File: src/rtl/mem_wait_responder_if.sv
// Read/write handshake between the read controller and the slow-memory responder.
// The wr/wdata write path exists only when MEM_WRITE_EN is defined.
interface mem_wait_responder_if #(
    parameter int DW = 8,
    parameter int AW = 4
);
    logic          rd;
    logic [AW-1:0] addr;
`ifdef MEM_WRITE_EN
    logic          wr;
    logic [DW-1:0] wdata;
`endif
    logic          ws;
    logic [DW-1:0] rdata;
    logic          rvalid;
    logic          busy;

    modport master (
`ifdef MEM_WRITE_EN
        output wr,
        output wdata,
`endif
        output rd,
        output addr,
        input  ws,
        input  rdata,
        input  rvalid,
        input  busy
    );

    modport slave (
`ifdef MEM_WRITE_EN
        input  wr,
        input  wdata,
`endif
        input  rd,
        input  addr,
        output ws,
        output rdata,
        output rvalid,
        output busy
    );
endinterface

File: src/rtl/mem_wait_responder.sv
// Slow-memory responder: holds ws for WAIT_CYC cycles per read, then returns data with an rvalid pulse.
// Optional single-cycle write port enabled by defining MEM_WRITE_EN.
//
// state   | meaning
// --------+-----------------------------------------------------------
// ST_IDLE | waiting for rd (or wr); ws = 0, busy = 0
// ST_WAIT | stalling controller; ws = 1, counter runs down to zero
// ST_DATA | rdata just updated; rvalid = 1 for this one cycle
module mem_wait_responder #(
    parameter int DW       = 8,
    parameter int AW       = 4,
    parameter int WAIT_CYC = 2
) (
    input logic                clk,
    input logic                rst_n,
    mem_wait_responder_if.slave bus
);
    localparam int DEPTH = 2 ** AW;
    localparam logic [3:0] WAIT_LOAD = (WAIT_CYC > 0) ? 4'(WAIT_CYC - 1) : 4'd0;

    typedef enum logic [1:0] {
        ST_IDLE = 2'd0,
        ST_WAIT = 2'd1,
        ST_DATA = 2'd2
    } state_t;

    state_t        state_q;
    logic [3:0]    cnt_q;
    logic [AW-1:0] addr_q;
    logic [DW-1:0] rdata_q;
    logic          ws_q;
    logic          rvalid_q;
    logic          busy_q;
    logic [DW-1:0] mem_q [DEPTH];

    always_ff @(posedge clk or negedge rst_n) begin
        if (!rst_n) begin
            state_q  <= ST_IDLE;
            cnt_q    <= 4'd0;
            addr_q   <= '0;
            rdata_q  <= '0;
            ws_q     <= 1'b0;
            rvalid_q <= 1'b0;
            busy_q   <= 1'b0;
            for (int i = 0; i < DEPTH; i++) begin
                mem_q[i] <= DW'(i);
            end
        end else begin
            rvalid_q <= 1'b0;
            case (state_q)
                ST_IDLE: begin
                    if (bus.rd) begin
                        addr_q <= bus.addr;
                        busy_q <= 1'b1;
                        if (WAIT_CYC == 0) begin
                            rdata_q  <= mem_q[bus.addr];
                            rvalid_q <= 1'b1;
                            state_q  <= ST_DATA;
                        end else begin
                            cnt_q   <= WAIT_LOAD;
                            ws_q    <= 1'b1;
                            state_q <= ST_WAIT;
                        end
                    end
`ifdef MEM_WRITE_EN
                    // rd takes priority; a write colliding with a read is dropped
                    else if (bus.wr) begin
                        mem_q[bus.addr] <= bus.wdata;
                    end
`endif
                end
                ST_WAIT: begin
                    if (cnt_q == 4'd0) begin
                        rdata_q  <= mem_q[addr_q];
                        ws_q     <= 1'b0;
                        rvalid_q <= 1'b1;
                        state_q  <= ST_DATA;
                    end else begin
                        cnt_q <= cnt_q - 4'd1;
                    end
                end
                ST_DATA: begin
                    busy_q  <= 1'b0;
                    state_q <= ST_IDLE;
                end
                default: begin
                    ws_q    <= 1'b0;
                    busy_q  <= 1'b0;
                    state_q <= ST_IDLE;
                end
            endcase
        end
    end

    assign bus.ws     = ws_q;
    assign bus.rdata  = rdata_q;
    assign bus.rvalid = rvalid_q;
    assign bus.busy   = busy_q;

endmodule

File: src/flat_wrapper.sv
// flat-port wrapper written by rule: the top's interface ports become plain ports
module mem_wait_responder_flat 
#(
    parameter int DW       = 8,
    parameter int AW       = 4,
    parameter int WAIT_CYC = 2
)
  (clk, rst_n, bus_rd, bus_addr, bus_ws, bus_rdata, bus_rvalid, bus_busy);
  mem_wait_responder_if #(.DW(DW), .AW(AW)) bus_i ();
  input logic clk;
  input logic rst_n;
  input wire logic [$bits(bus_i.rd)-1:0] bus_rd;
  input wire logic [$bits(bus_i.addr)-1:0] bus_addr;
  output wire logic [$bits(bus_i.ws)-1:0] bus_ws;
  output wire logic [$bits(bus_i.rdata)-1:0] bus_rdata;
  output wire logic [$bits(bus_i.rvalid)-1:0] bus_rvalid;
  output wire logic [$bits(bus_i.busy)-1:0] bus_busy;
  assign bus_i.rd = bus_rd;
  assign bus_i.addr = bus_addr;
  assign bus_ws = bus_i.ws;
  assign bus_rdata = bus_i.rdata;
  assign bus_rvalid = bus_i.rvalid;
  assign bus_busy = bus_i.busy;
  mem_wait_responder #(.DW(DW), .AW(AW), .WAIT_CYC(WAIT_CYC)) u_core (.clk(clk), .rst_n(rst_n), .bus(bus_i));
endmodule
File: config.mk
export PLATFORM = sky130hd
export DESIGN_NAME = mem_wait_responder_flat
export DESIGN_NICKNAME = d
export VERILOG_FILES = /design/src/rtl/mem_wait_responder_if.sv /design/src/rtl/mem_wait_responder.sv /design/src/flat_wrapper.sv
export SDC_FILE = /design/constraint.sdc
export NUM_CORES = 1
export LEC_CHECK = 0
export BUFFER_PORTS_ARGS = -buffer_cell sky130_fd_sc_hd__buf_2
export CORE_AREA = 2 2 39 41
export DETAILED_ROUTE_END_ITERATION = 7
export DIE_AREA = 0 0 41 43
export GPL_TIMING_DRIVEN = 0
export SETUP_SLACK_MARGIN = 0.1
export SYNTH_ARGS = -nofsm -noshare
export SYNTH_HDL_FRONTEND = slang
export SYNTH_SLANG_ARGS = --single-unit
File: constraint.sdc
create_clock -name clk -period 1.7 [get_ports clk]
set_input_delay 0.255 -clock clk [delete_from_list [all_inputs] [get_ports clk]]
set_output_delay 0.255 -clock clk [all_outputs]
set_load 0.05 [all_outputs]
; ---- Word-level counts from Yosys, hierarchy flattened
; Cells that the tools add are included.
[word_totals]
memories = 0
input_bits = 7
latchBits = 0
reg_bits = 21
ramBits = 0
romBits = 0
word_cells = 41
[classes]
eq_ne = 5
shifts = 0
bitwise = 3
n_addsub = 1
mul = 0
n_reduce_logical = 9
div = 0
mux = 15
order_cmp = 1
[ops]
columns = cell, n
row1 = $bmux W8 S4, 1
row2 = $mux W8, 2
row3 = $mux W4, 2
row4 = $pmux W4 S2, 1
row5 = $reduce_and A2 Y1, 4
row6 = $reduce_and A3 Y1, 2
row7 = $ge A5 B5 Y1 const B, 1
row8 = $not A4 Y5, 1
row9 = $logic_not A4 Y1, 1
row10 = $mux W1, 4
row11 = $mux W2, 2
row12 = $ne A2 B2 Y1 const B, 2
row13 = $pmux W2 S2, 1
row14 = $sub A4 B1 Y4 const B, 1
row15 = $pmux W1 S3, 1
row16 = $eq A2 B1 Y1 const B, 1
row17 = $eq A2 B2 Y1 const B, 1
row18 = $logic_not A2 Y1, 1
row19 = $ne A2 B1 Y1 const B, 1
row20 = $not A1 Y1, 2
row21 = $pmux W1 S2, 1
row22 = $reduce_bool A2 Y1, 1

; ---- Longest topological paths before layout
; Gate-level depths: netlist of run 1.
[depth]
ltp_word = 4
mapped_depth = 5

; ---- Least setup slack after synthesis of run 1
; Ideal clock, no wire load.
[synth_path]
path_kind = reg2reg
start = reg u_core.cnt_q[0]
end = reg u_core.ws_q, in the netlist u_core.bus.ws
t_arrival_ns = 1.353
synth_period_minus_slack_ns = 1.480
t_required_ns = 1.573
stages_incl_launch_ff = 6
slack_ns = 0.220
cell_sequence = dfrtp_1 -> inv_1 -> ha_1 -> or3b_2 -> a21oi_1 -> o22ai_1
[synth_between]
elab_chain_len = 3
[synth_rtl]
columns = item, line
row1 = "start, declared", mem_wait_responder.sv:28  ; logic [3:0] cnt_q;
row2 = "start signal, assigned", mem_wait_responder.sv:79  ; cnt_q <= cnt_q - 4'd1;
row3 = $logic_not A4 Y1, mem_wait_responder.sv:73  ; if (cnt_q == 4'd0) begin
row4 = $ne A2 B1 Y1 (no source line), n/a
row5 = $reduce_and A3 Y1 (no source line), n/a
row6 = "end signal, assigned", mem_wait_responder.sv:61  ; ws_q <= 1'b1;
row7 = "end signal, assigned", mem_wait_responder.sv:75  ; ws_q <= 1'b0;
row8 = "end signal, assigned", mem_wait_responder.sv:87  ; ws_q <= 1'b0;
row9 = "end, declared", mem_wait_responder.sv:31  ; logic ws_q;
; Every way passes these cells.
; A chain may end at the register's enable or synchronous reset.

; ---- Worst setup path in the final report of run 1
[layout_path]
start = reg u_core.cnt_q[1]
end = reg u_core.ws_q, in the netlist u_core.bus.ws
; Same word-level chain as after synthesis.

==> results_dict.tcl, run 1 <==
set metrics [dict create \
    worst-setup-path-type "reg2reg" \
    finish.utilization_pct 45.3 \
    dieWidth_um 41 \
    setup_viol_count_final 0 \
    grtUsageTotal_pct 13.1 \
    grt_overflow_total 0 \
    critical_path_buf_inv_count 1 \
    power_density_mw_per_mm2 1960 \
    avgViaCountPerCell 4.46 \
    layout_worst_path_cycle_share_pct 88.0 \
    max_freq_ghz 0.669 \
    timing.critical_path.from "u_core.cnt_q[1]" \
    slowest_stage "sky130_fd_sc_hd__or3b_2" \
    crit_path_max_incr_delay_ps 480 \
    worst_ep_required_time_ps 1850 \
    syn2layout_area_growth_pct 24.9 \
    cell_type_with_the_largest_total_area_after_synthesis "sky130_fd_sc_hd__dfrtp_1" \
    tritoncts.num_buffers 3 \
    worst-path-max-fanout 5 \
    dr.pass1.iters 4 \
    post_synth_instance_area_um2 502 \
    wirelength_um 880 \
    maximum_clock_skew_at_final_layout_ps 3.08 \
    start_util_pct 36.3 \
    grt_start_max_net_pins 11 \
    reg2reg_from "u_core.cnt_q[1]" \
    cp.arrival_ps 1650 \
    drt_first_iter_violations 14 \
    outcome "complete, no violations" \
    n_antenna_cell 0 \
    synthesis.yosys.warnings 128 \
    gpl.final_weighted_congestion 0.751 \
    clock_tree_from_tritoncts "built" \
    hold_slack_ps 357 \
    final_cell_mix "9 x sky130_fd_sc_hd__dfrtp_1, 8 x sky130_fd_sc_hd__buf_4, 8 x sky130_fd_sc_hd__conb_1" \
    die_height_um 43 \
    crit_path_cell_trace "inv_1 -> ha_4 -> or3b_2 -> a21oi_1 -> o22ai_1" \
    power.ir.vdd_worst_uv 883 \
    maxCapViolations 0 \
    reg2reg_to "u_core.bus.ws" \
    port-buffer-count 5 \
    cp.depth 5 \
    r2r_cells 5 \
    first_global_vias 331 \
    worstSetupEndpointType "flip-flop" \
    post-route-min-period_ps 1500 \
    layout_commonest_cell "sky130_fd_sc_hd__dfrtp_1" \
    grt_pass1_wl_um 1490 \
    synthesis.instances 52 \
    clk_root_buffer_cell "sky130_fd_sc_hd__clkbuf_4" \
    ctsHtreeMaxLevel 1 \
    synthDominantCellAreaShare_pct 44.9 \
    cpLargestDelayFamily "simple AND/OR/NAND/NOR gates" \
    startpoint_type "flip-flop" \
    cts_post_setup_buffers_inserted 0 \
    clockBufferDepth 2 \
    number_of_core_rows 14 \
    synth.distinct_cells 25 \
    core_area_mm2 0.00138 \
    synth.ff_latch_count 9 \
    synth_top_cells_by_area "sky130_fd_sc_hd__dfrtp_1 45%, sky130_fd_sc_hd__buf_4 12%, sky130_fd_sc_hd__a2111oi_2 3.0%, sky130_fd_sc_hd__inv_1 3.0%, sky130_fd_sc_hd__nor2_1 3.0%" \
    drtAntennaViolNets 0 \
    setup.reg_to_reg.worst_slack_ps 200 \
    finalPower_mw 1.23 \
    finalNetCount 78 \
    postLayoutSetupSlackWorst_ps 205 \
    num_vias 379 \
    avgSynthCellArea_um2 9.65 \
    grt_setup_unrepaired "no" \
    fin_setup_tns_ps 0 \
    fp.dieArea_mm2 0.00176 \
    wl_per_cell_um 10.4 \
    hpwlAfterDp_um 598 \
    clock_latency_on_the_worst_skew_pair_ps 270 \
    cts.sinks 9 \
    ys_seq_area_share_pct 44.9 \
    post_placement_worst_setup_slack_ps 114 \
    cts.clk_slew.worst_paths_ps 60 \
    timing.final.max_slew_violations 0 \
    count_of_final_hold_check_violations 0 \
    antenna_found_initial 0 \
    layout-drive-gt1-share_pct 34.8 \
    leakagePower_nw 0.312 \
    timing.critical_path.to "u_core.bus.ws" \
    hold_path.class "in2async" \
    remaining_drc_errors 0 \
    floorplan.io_pins 18 \
]
==> metal layers <==
metal | wire length (um) | up-vias | GRT usage, %
li1 | - | 195 | -
met1 | 414 | 166 | 19.1
met2 | 378 | 13 | 15.9
met3 | 60 | 5 | 4.71
met4 | 27 | 0 | 8.00
met5 | 0 | - | 0
==> worst min-delay path by stage <==
stage	start	endpoint	slack [ps]
after floorplan	rst_n	u_core.bus.busy	-40
after global placement	rst_n	u_core.state_q[1]	120
after detailed placement	rst_n	u_core.state_q[1]	120
after CTS	rst_n	u_core.cnt_q[2]	370
after global routing	rst_n	u_core.state_q[1]	400
final	rst_n	u_core.bus.rvalid	360
==> per-stage QoR <==
stage	instances	cell area, um2
final	85	627
after global placement	80	573
after floorplan	59	528
after detailed placement	80	573
after CTS	85	612
after global routing	85	627
==> worst reg2reg max path: cells and delay by family, from the launching register on <==
family | cells | cell delay [ps]
AO/OA/AOI/OAI | 2 | 250
adder cells (fa/ha/maj) | 1 | 160
buffers and inverters | 1 | 100
flip-flops | 1 | 400
AND/OR/NAND/NOR | 1 | 480
==> kinds of logic after synthesis <==
family / synth area share (%)
buffers and inverters: 16.0
flip-flops: 44.9
adder cells (fa/ha/maj): 2.49
AND/OR/NAND/NOR: 21.9
AO/OA/AOI/OAI: 14.0
other: 0.747
==> where the power goes <==
part,switching [mW],internal [mW]
clock network,0.0806,0.0909
logic,0.404,0.251
registers,0.0840,0.316
total,0.569,0.658
==> cell usage after synthesis <==
| library cell | count |
|---|---|
| sky130_fd_sc_hd__a2111oi_2 | 1 |
| sky130_fd_sc_hd__a21oi_1 | 2 |
| sky130_fd_sc_hd__a311o_2 | 1 |
| sky130_fd_sc_hd__a31oi_1 | 1 |
| sky130_fd_sc_hd__and2_1 | 1 |
| sky130_fd_sc_hd__and4bb_2 | 1 |
| sky130_fd_sc_hd__buf_2 | 1 |
| sky130_fd_sc_hd__buf_4 | 8 |
| sky130_fd_sc_hd__conb_1 | 1 |
| sky130_fd_sc_hd__dfrtp_1 | 9 |
| sky130_fd_sc_hd__ha_1 | 1 |
| sky130_fd_sc_hd__inv_1 | 4 |
| sky130_fd_sc_hd__nand2_1 | 3 |
| sky130_fd_sc_hd__nand2b_1 | 1 |
| sky130_fd_sc_hd__nand3_1 | 2 |
| sky130_fd_sc_hd__nand3b_1 | 1 |
| sky130_fd_sc_hd__nor2_1 | 4 |
| sky130_fd_sc_hd__nor2b_1 | 2 |
| sky130_fd_sc_hd__nor3b_1 | 1 |
| sky130_fd_sc_hd__o21ai_0 | 1 |
| sky130_fd_sc_hd__o21bai_1 | 1 |
| sky130_fd_sc_hd__o22ai_1 | 1 |
| sky130_fd_sc_hd__o2bb2ai_1 | 1 |
| sky130_fd_sc_hd__or3_1 | 2 |
| sky130_fd_sc_hd__or3b_2 | 1 |
==> what timing repair did <==
item                                    CTS  global route
cloned                                    0             0
hold buffers                              1             0
endpoints found under the setup margin    1             4
gates resized for setup                   1             3
pin swaps                                 0             0
hold endpoints to repair                  9             0
==> layout make-up <==
class	count	area (um2)
Buffer	9	65.1
Sequential cell	9	225
Timing Repair Buffer	6	35.0
Fill cell	144	757
Clock buffer	4	26.3
Inverter	4	15.0
Tap cell	16	20.0
Multi-Input combinational cell	37	240
==> registers in the layout (all words and copies together), names as in the netlist <==
| name | cells |
|---|---|
| u_core.bus.busy | 1 |
| u_core.state_q | 2 |
| u_core.bus.rvalid | 1 |
| u_core.cnt_q | 4 |
| u_core.bus.ws | 1 |
No activity file was read; power rests on OpenSTA's default activity.
==> run 2: changes to the inputs <==
--- a/config.mk
+++ b/config.mk
@@ -5,7 +5,7 @@
 export SDC_FILE = /design/constraint.sdc
 export NUM_CORES = 1
 export LEC_CHECK = 0
-export BUFFER_PORTS_ARGS = -buffer_cell sky130_fd_sc_hd__buf_2
+export BUFFER_PORTS_ARGS = -buffer_cell sky130_fd_sc_hd__buf_4
 export CORE_AREA = 2 2 39 41
 export DETAILED_ROUTE_END_ITERATION = 7
 export DIE_AREA = 0 0 41 43
==> run 2 against run 1 <==
Via count is 0.26% higher. Combinational power up 3.2%. Sequential share of layout area down 0.70 points. Final cell count stayed put. Core utilization grew 0.90 points. Setup slack got worse by 7.1 ps. Wire length grew 1.9%.
==> results_dict.tcl, run 2 (synthesis results as in run 1) <==
set metrics [dict create \
    outcome "complete, no violations" \
    power.ir.vdd_worst_uv 961 \
    cts_post_setup_buffers_inserted 0 \
    remaining_drc_errors 0 \
    leakagePower_nw 0.316 \
    layout_commonest_cell "sky130_fd_sc_hd__buf_4" \
    slowest_stage "sky130_fd_sc_hd__or3b_2" \
    start_util_pct 36.3 \
    drt_first_iter_violations 7 \
    die_height_um 43 \
    layout_worst_path_cycle_share_pct 88.4 \
    worst-setup-path-type "reg2reg" \
    fin_setup_tns_ps 0 \
    avgViaCountPerCell 4.47 \
    finalPower_mw 1.25 \
    grt_overflow_total 0 \
    syn2layout_area_growth_pct 27.4 \
    wl_per_cell_um 10.6 \
    setup_viol_count_final 0 \
    layoutNonFillerInstCount 85 \
    maximum_clock_skew_at_final_layout_ps 5.95 \
    first_global_vias 364 \
    worst_ep_required_time_ps 1840 \
    registers.top_by_ff_count "u_core.cnt_q" \
    layout.filler_cells 144 \
    dieWidth_um 41 \
    cp.arrival_ps 1640 \
    area.sequential_um2 225 \
    final_cell_mix "13 x sky130_fd_sc_hd__buf_4, 9 x sky130_fd_sc_hd__dfrtp_1, 8 x sky130_fd_sc_hd__conb_1" \
    drtAntennaViolNets 0 \
    timing.final.max_slew_violations 0 \
    post-route-min-period_ps 1500 \
    largest_reg_flops 4 \
    max_freq_ghz 0.666 \
    worst-path-max-fanout 5 \
    floorplan.io_pins 18 \
    area_occupied_by_multi_input_gates_um2 240 \
    clockBufferDepth 2 \
    cts.sinks 9 \
    antenna_found_initial 0 \
    clk_root_buffer_cell "sky130_fd_sc_hd__clkbuf_4" \
    clock_tree_from_tritoncts "built" \
    gpl.final_weighted_congestion 0.735 \
    grt_start_max_net_pins 11 \
    hold_path.class "in2async" \
    crit_path_cell_trace "inv_2 -> ha_4 -> or3b_2 -> a21oi_1 -> o22ai_1" \
    num_vias 380 \
    fp.dieArea_mm2 0.00176 \
    timing.critical_path.from "u_core.cnt_q[0]" \
    dr.pass1.iters 4 \
    dp_cells 80 \
    layout-drive-gt1-share_pct 34.8 \
    ctsHtreeMaxLevel 1 \
    largest_registers "u_core.cnt_q (4), u_core.state_q (2)" \
    clock_latency_on_the_worst_skew_pair_ps 260 \
    grtUsageTotal_pct 14.4 \
    port-buffer-count 5 \
    startpoint_type "flip-flop" \
    worstSetupEndpointType "flip-flop" \
    core_area_mm2 0.00138 \
    finalNetCount 78 \
    maxCapViolations 0 \
    grt_setup_unrepaired "no" \
    crit_path_max_incr_delay_ps 470 \
    critical_path_buf_inv_count 1 \
    post_placement_worst_setup_slack_ps 117 \
    tritoncts.num_buffers 3 \
    count_of_final_hold_check_violations 0 \
    postLayoutSetupSlackWorst_ps 198 \
    grt_pass1_wl_um 1610 \
    reg2reg_from "u_core.cnt_q[0]" \
    number_of_core_rows 14 \
    cts.clk_slew.worst_paths_ps 60 \
    n_antenna_cell 0 \
    hpwlAfterDp_um 618 \
    power_density_mw_per_mm2 1950 \
    wirelength_um 897 \
    hold_slack_ps 351 \
    cpLargestDelayFamily "simple AND/OR/NAND/NOR gates" \
]
[run 2: cell counts in the layout (fill, tap and decap cells not counted)]
No cell type changed its count.
[run 2: final cells by class]
cell class,instances,share of cell area [%]
buffer,9,10.2
clock buffer,4,4.11
timing repair buffer,6,7.44
sequential,9,35.2
inverter,4,2.35
tap,16,3.13
multi-input combinational,37,37.6
[run 2: final timing paths]
| check | end | slack [ps] | cells past startpoint |
|---|---|---|---|
| setup / recovery | u_core.bus.ws | 200 | 5 |
| max in group asynchronous | u_core.bus.busy | 1210 | 2 |
| min in group clk | u_core.cnt_q[2] | 390 | 4 |
| hold reg to reg | u_core.bus.busy | 530 | 2 |
| hold / removal | u_core.cnt_q[2] | 350 | 2 |
| setup reg to reg | u_core.bus.ws | 200 | 5 |
[run 2: power breakdown]
group,internal (mW),switching (mW),leakage [nW]
sequential,0.316,0.0879,0.110
clock,0.0905,0.0760,0.0150
combinational,0.270,0.406,0.191
total,0.677,0.570,0.316
[run 2: worst register-to-register path, cell delays in order, from the launching register on]
cell,delay (ps)
sky130_fd_sc_hd__dfrtp_1,400
sky130_fd_sc_hd__inv_2,100
sky130_fd_sc_hd__ha_4,160
sky130_fd_sc_hd__or3b_2,470
sky130_fd_sc_hd__a21oi_1,160
sky130_fd_sc_hd__o22ai_1,90
[run 2: per-layer routing]
metal | vias up | GRT usage, % | wire (um)
li1 | 196 | - | -
met1 | 176 | 20.3 | 416
met2 | 6 | 16.9 | 435
met3 | 2 | 4.71 | 35
met4 | 0 | 12.0 | 10
met5 | - | 0 | 0
[run 2: timing repair]
action | CTS | global route
hold buffers | 1 | 0
endpoints found under the hold margin | 9 | 0
resized for setup | 1 | 3
pin swaps | 0 | 0
cloned | 0 | 0
setup endpoints to repair | 1 | 4
[run 2: per-stage QoR]
step / area [um2] / util (%)
after floorplan: 528 / -
after global placement: 586 / 42.3
after detailed placement: 586 / 42.3
after CTS: 624 / 45.1
after global routing: 639 / 46.2
final: 639 / 46.2
==> run 3: changes to the inputs <==
--- a/config.mk
+++ b/config.mk
@@ -5,7 +5,8 @@
 export SDC_FILE = /design/constraint.sdc
 export NUM_CORES = 1
 export LEC_CHECK = 0
-export BUFFER_PORTS_ARGS = -buffer_cell sky130_fd_sc_hd__buf_4
+export BUFFER_PORTS_ARGS = -buffer_cell sky130_fd_sc_hd__buf_2
+export CAP_MARGIN = 5
 export CORE_AREA = 2 2 39 41
 export DETAILED_ROUTE_END_ITERATION = 7
 export DIE_AREA = 0 0 41 43
==> constraint.sdc (replaced) <==
create_clock -name clk -period 1.7 [get_ports clk]
set_input_delay 0.51 -clock clk [delete_from_list [all_inputs] [get_ports clk]]
set_output_delay 0.51 -clock clk [all_outputs]
set_load 0.05 [all_outputs]
==> run 3 against run 2 <==
Clock skew shrank 2.9 ps. Flip-flop and latch count is the same. Final cell count shrank 1.2%. Critical path depth is the same. First-iteration DRC count grew 100%. Cell area shrank 3.5%. Non-clock buffer count shrank 1. Wire length shrank 3.0%. Combinational power shrank 3.3%. Highest routed layer unchanged. Total power shrank 1.7%.
==> results_dict.tcl, run 3 (synthesis results as in run 1) <==
set metrics [dict create \
    outcome "complete, no violations" \
    tritoncts.num_buffers 3 \
    worst_ep_required_time_ps 1850 \
    syn2layout_area_growth_pct 22.9 \
    remaining_drc_errors 0 \
    post-route-min-period_ps 1500 \
    num_vias 377 \
    power.clock.fraction_pct 14.0 \
    grt_overflow_total 0 \
    gpl.final_weighted_congestion 0.751 \
    hpwlAfterDp_um 598 \
    cts-hold-fix-buffers 0 \
    leakagePower_nw 0.307 \
    final_design_area_no_fill_um2 617 \
    slowest_stage "sky130_fd_sc_hd__or3b_2" \
    count_of_final_hold_check_violations 0 \
    ctsHtreeMaxLevel 1 \
    number_of_core_rows 14 \
    layoutNonFillerInstCount 84 \
    registers.top_by_ff_count "u_core.cnt_q" \
    clock_latency_on_the_worst_skew_pair_ps 270 \
    cts.clk_slew.worst_paths_ps 60 \
    grtUsageTotal_pct 13.1 \
    power.ir.vdd_worst_uv 883 \
    grt_setup_unrepaired "no" \
    fin_setup_tns_ps 0 \
    startpoint_type "flip-flop" \
    floorplan.io_pins 18 \
    antenna_found_initial 0 \
    cp.arrival_ps 1650 \
    drtAntennaViolNets 0 \
    cpLargestDelayFamily "simple AND/OR/NAND/NOR gates" \
    pwr-share-comb_pct 53.3 \
    maxCapViolations 0 \
    p_sw_share_pct 46.4 \
    power_density_mw_per_mm2 1990 \
    wirelength_um 870 \
    worst-path-max-fanout 5 \
    cts.sinks 9 \
    layout_worst_path_cycle_share_pct 88.0 \
    drt_first_iter_violations 14 \
    largest_registers "u_core.cnt_q (4), u_core.state_q (2)" \
    dp_cells 80 \
    internal_power_component_mw 0.657 \
    maximum_clock_skew_at_final_layout_ps 3.08 \
    hold_path.class "in2async" \
    clockBufferDepth 2 \
    grt_start_max_net_pins 11 \
    largest_reg_flops 4 \
    crit_path_max_incr_delay_ps 480 \
    timing.final.max_slew_violations 0 \
    crit_path_cell_trace "inv_1 -> ha_4 -> or3b_2 -> a21oi_1 -> o22ai_1" \
    layout-drive-gt1-share_pct 35.3 \
    avgViaCountPerCell 4.49 \
    clk_root_buffer_cell "sky130_fd_sc_hd__clkbuf_4" \
    start_util_pct 36.3 \
    hold_slack_ps 74.5 \
    p_sw_mw 0.569 \
    clock_tree_from_tritoncts "built" \
    critical_path_buf_inv_count 1 \
    port-buffer-count 5 \
    n_antenna_cell 0 \
    finalNetCount 77 \
    fp.dieArea_mm2 0.00176 \
    worstSetupEndpointType "flip-flop" \
    max_freq_ghz 0.669 \
    seq_power_share_pct 32.7 \
    wl_per_cell_um 10.4 \
    layout_commonest_cell "sky130_fd_sc_hd__dfrtp_1" \
    worst-setup-path-type "reg2reg" \
    first_global_vias 331 \
    dr.pass1.iters 4 \
    dieWidth_um 41 \
    grt_pass1_wl_um 1490 \
    die_height_um 43 \
    core_area_mm2 0.00138 \
    final_cell_mix "9 x sky130_fd_sc_hd__dfrtp_1, 8 x sky130_fd_sc_hd__buf_4, 8 x sky130_fd_sc_hd__conb_1" \
    detailed_place.area_um2 573 \
    setup_viol_count_final 0 \
    cts_post_setup_buffers_inserted 0 \
]
-- run 3: cell types whose count changed in the layout (fill, tap and decap cells not counted) --
| cell | delta |
|---|---|
| sky130_fd_sc_hd__buf_4 | -5 |
| sky130_fd_sc_hd__dlygate4sd3_1 | -1 |
| sky130_fd_sc_hd__buf_2 | +5 |
-- run 3: repair_timing --
item | 4_1_cts | 5_1_grt
pin swaps | 0 | 0
resized for setup | 1 | 3
endpoints found under the setup margin | 1 | 4
-- run 3: path summary, 6_finish.rpt --
kind	endpoint	cells after the start	startpoint	slack [ps]
setup / recovery	u_core.bus.ws	5	u_core.cnt_q[1]	200
hold / removal	u_core.state_q[1]	1	rst_n	70
setup reg to reg	u_core.bus.ws	5	u_core.cnt_q[1]	200
hold reg to reg	u_core.bus.busy	2	u_core.bus.busy	500
max in group asynchronous	u_core.cnt_q[1]	1	rst_n	1450
min in group clk	u_core.bus.busy	2	u_core.bus.busy	500
-- run 3: cell type report --
| type | instances | area [um2] |
|---|---|---|
| timing repair buffer | 5 | 25.0 |
| multi-input combinational | 37 | 240 |
| tap | 16 | 20.0 |
| sequential | 9 | 225 |
| buffer | 9 | 65.1 |
| fill | 145 | 767 |
| clock buffer | 4 | 26.3 |
| inverter | 4 | 15.0 |
-- run 3: routing by layer --
layer / track usage [%] / vias up / wire (um)
met5: 0 / - / 0
met4: 8.00 / 0 / 27
met3: 4.71 / 5 / 60
met2: 15.9 / 13 / 378
met1: 19.1 / 166 / 403
li1: - / 193 / -
-- run 3: power groups by stage --
stage | clock network, mW | registers, mW | logic (mW)
2_1_floorplan | 0 | 0.496 | 0.395
3_3_place_gp | 0 | 0.395 | 0.609
3_5_place_dp | 0 | 0.398 | 0.615
4_1_cts | 0.173 | 0.394 | 0.628
5_1_grt | 0.183 | 0.419 | 0.724
6_report | 0.172 | 0.400 | 0.654
-- run 3: per-stage QoR --
stage          setup WS [ps]  total power [mW]  utilization (%)
2_1_floorplan            220             0.891                -
3_3_place_gp             118              1.00             41.4
3_5_place_dp             114              1.01             41.4
4_1_cts                  114              1.20             43.5
5_1_grt                 99.0              1.33             44.6
6_report                 204              1.23             44.6
-- run 3: worst reg2reg max path, cell delays in order (launching register included) --
cell and delay, ps:
sky130_fd_sc_hd__dfrtp_1 400, sky130_fd_sc_hd__inv_1 100, sky130_fd_sc_hd__ha_4 160, sky130_fd_sc_hd__or3b_2 480
sky130_fd_sc_hd__a21oi_1 160, sky130_fd_sc_hd__o22ai_1 90
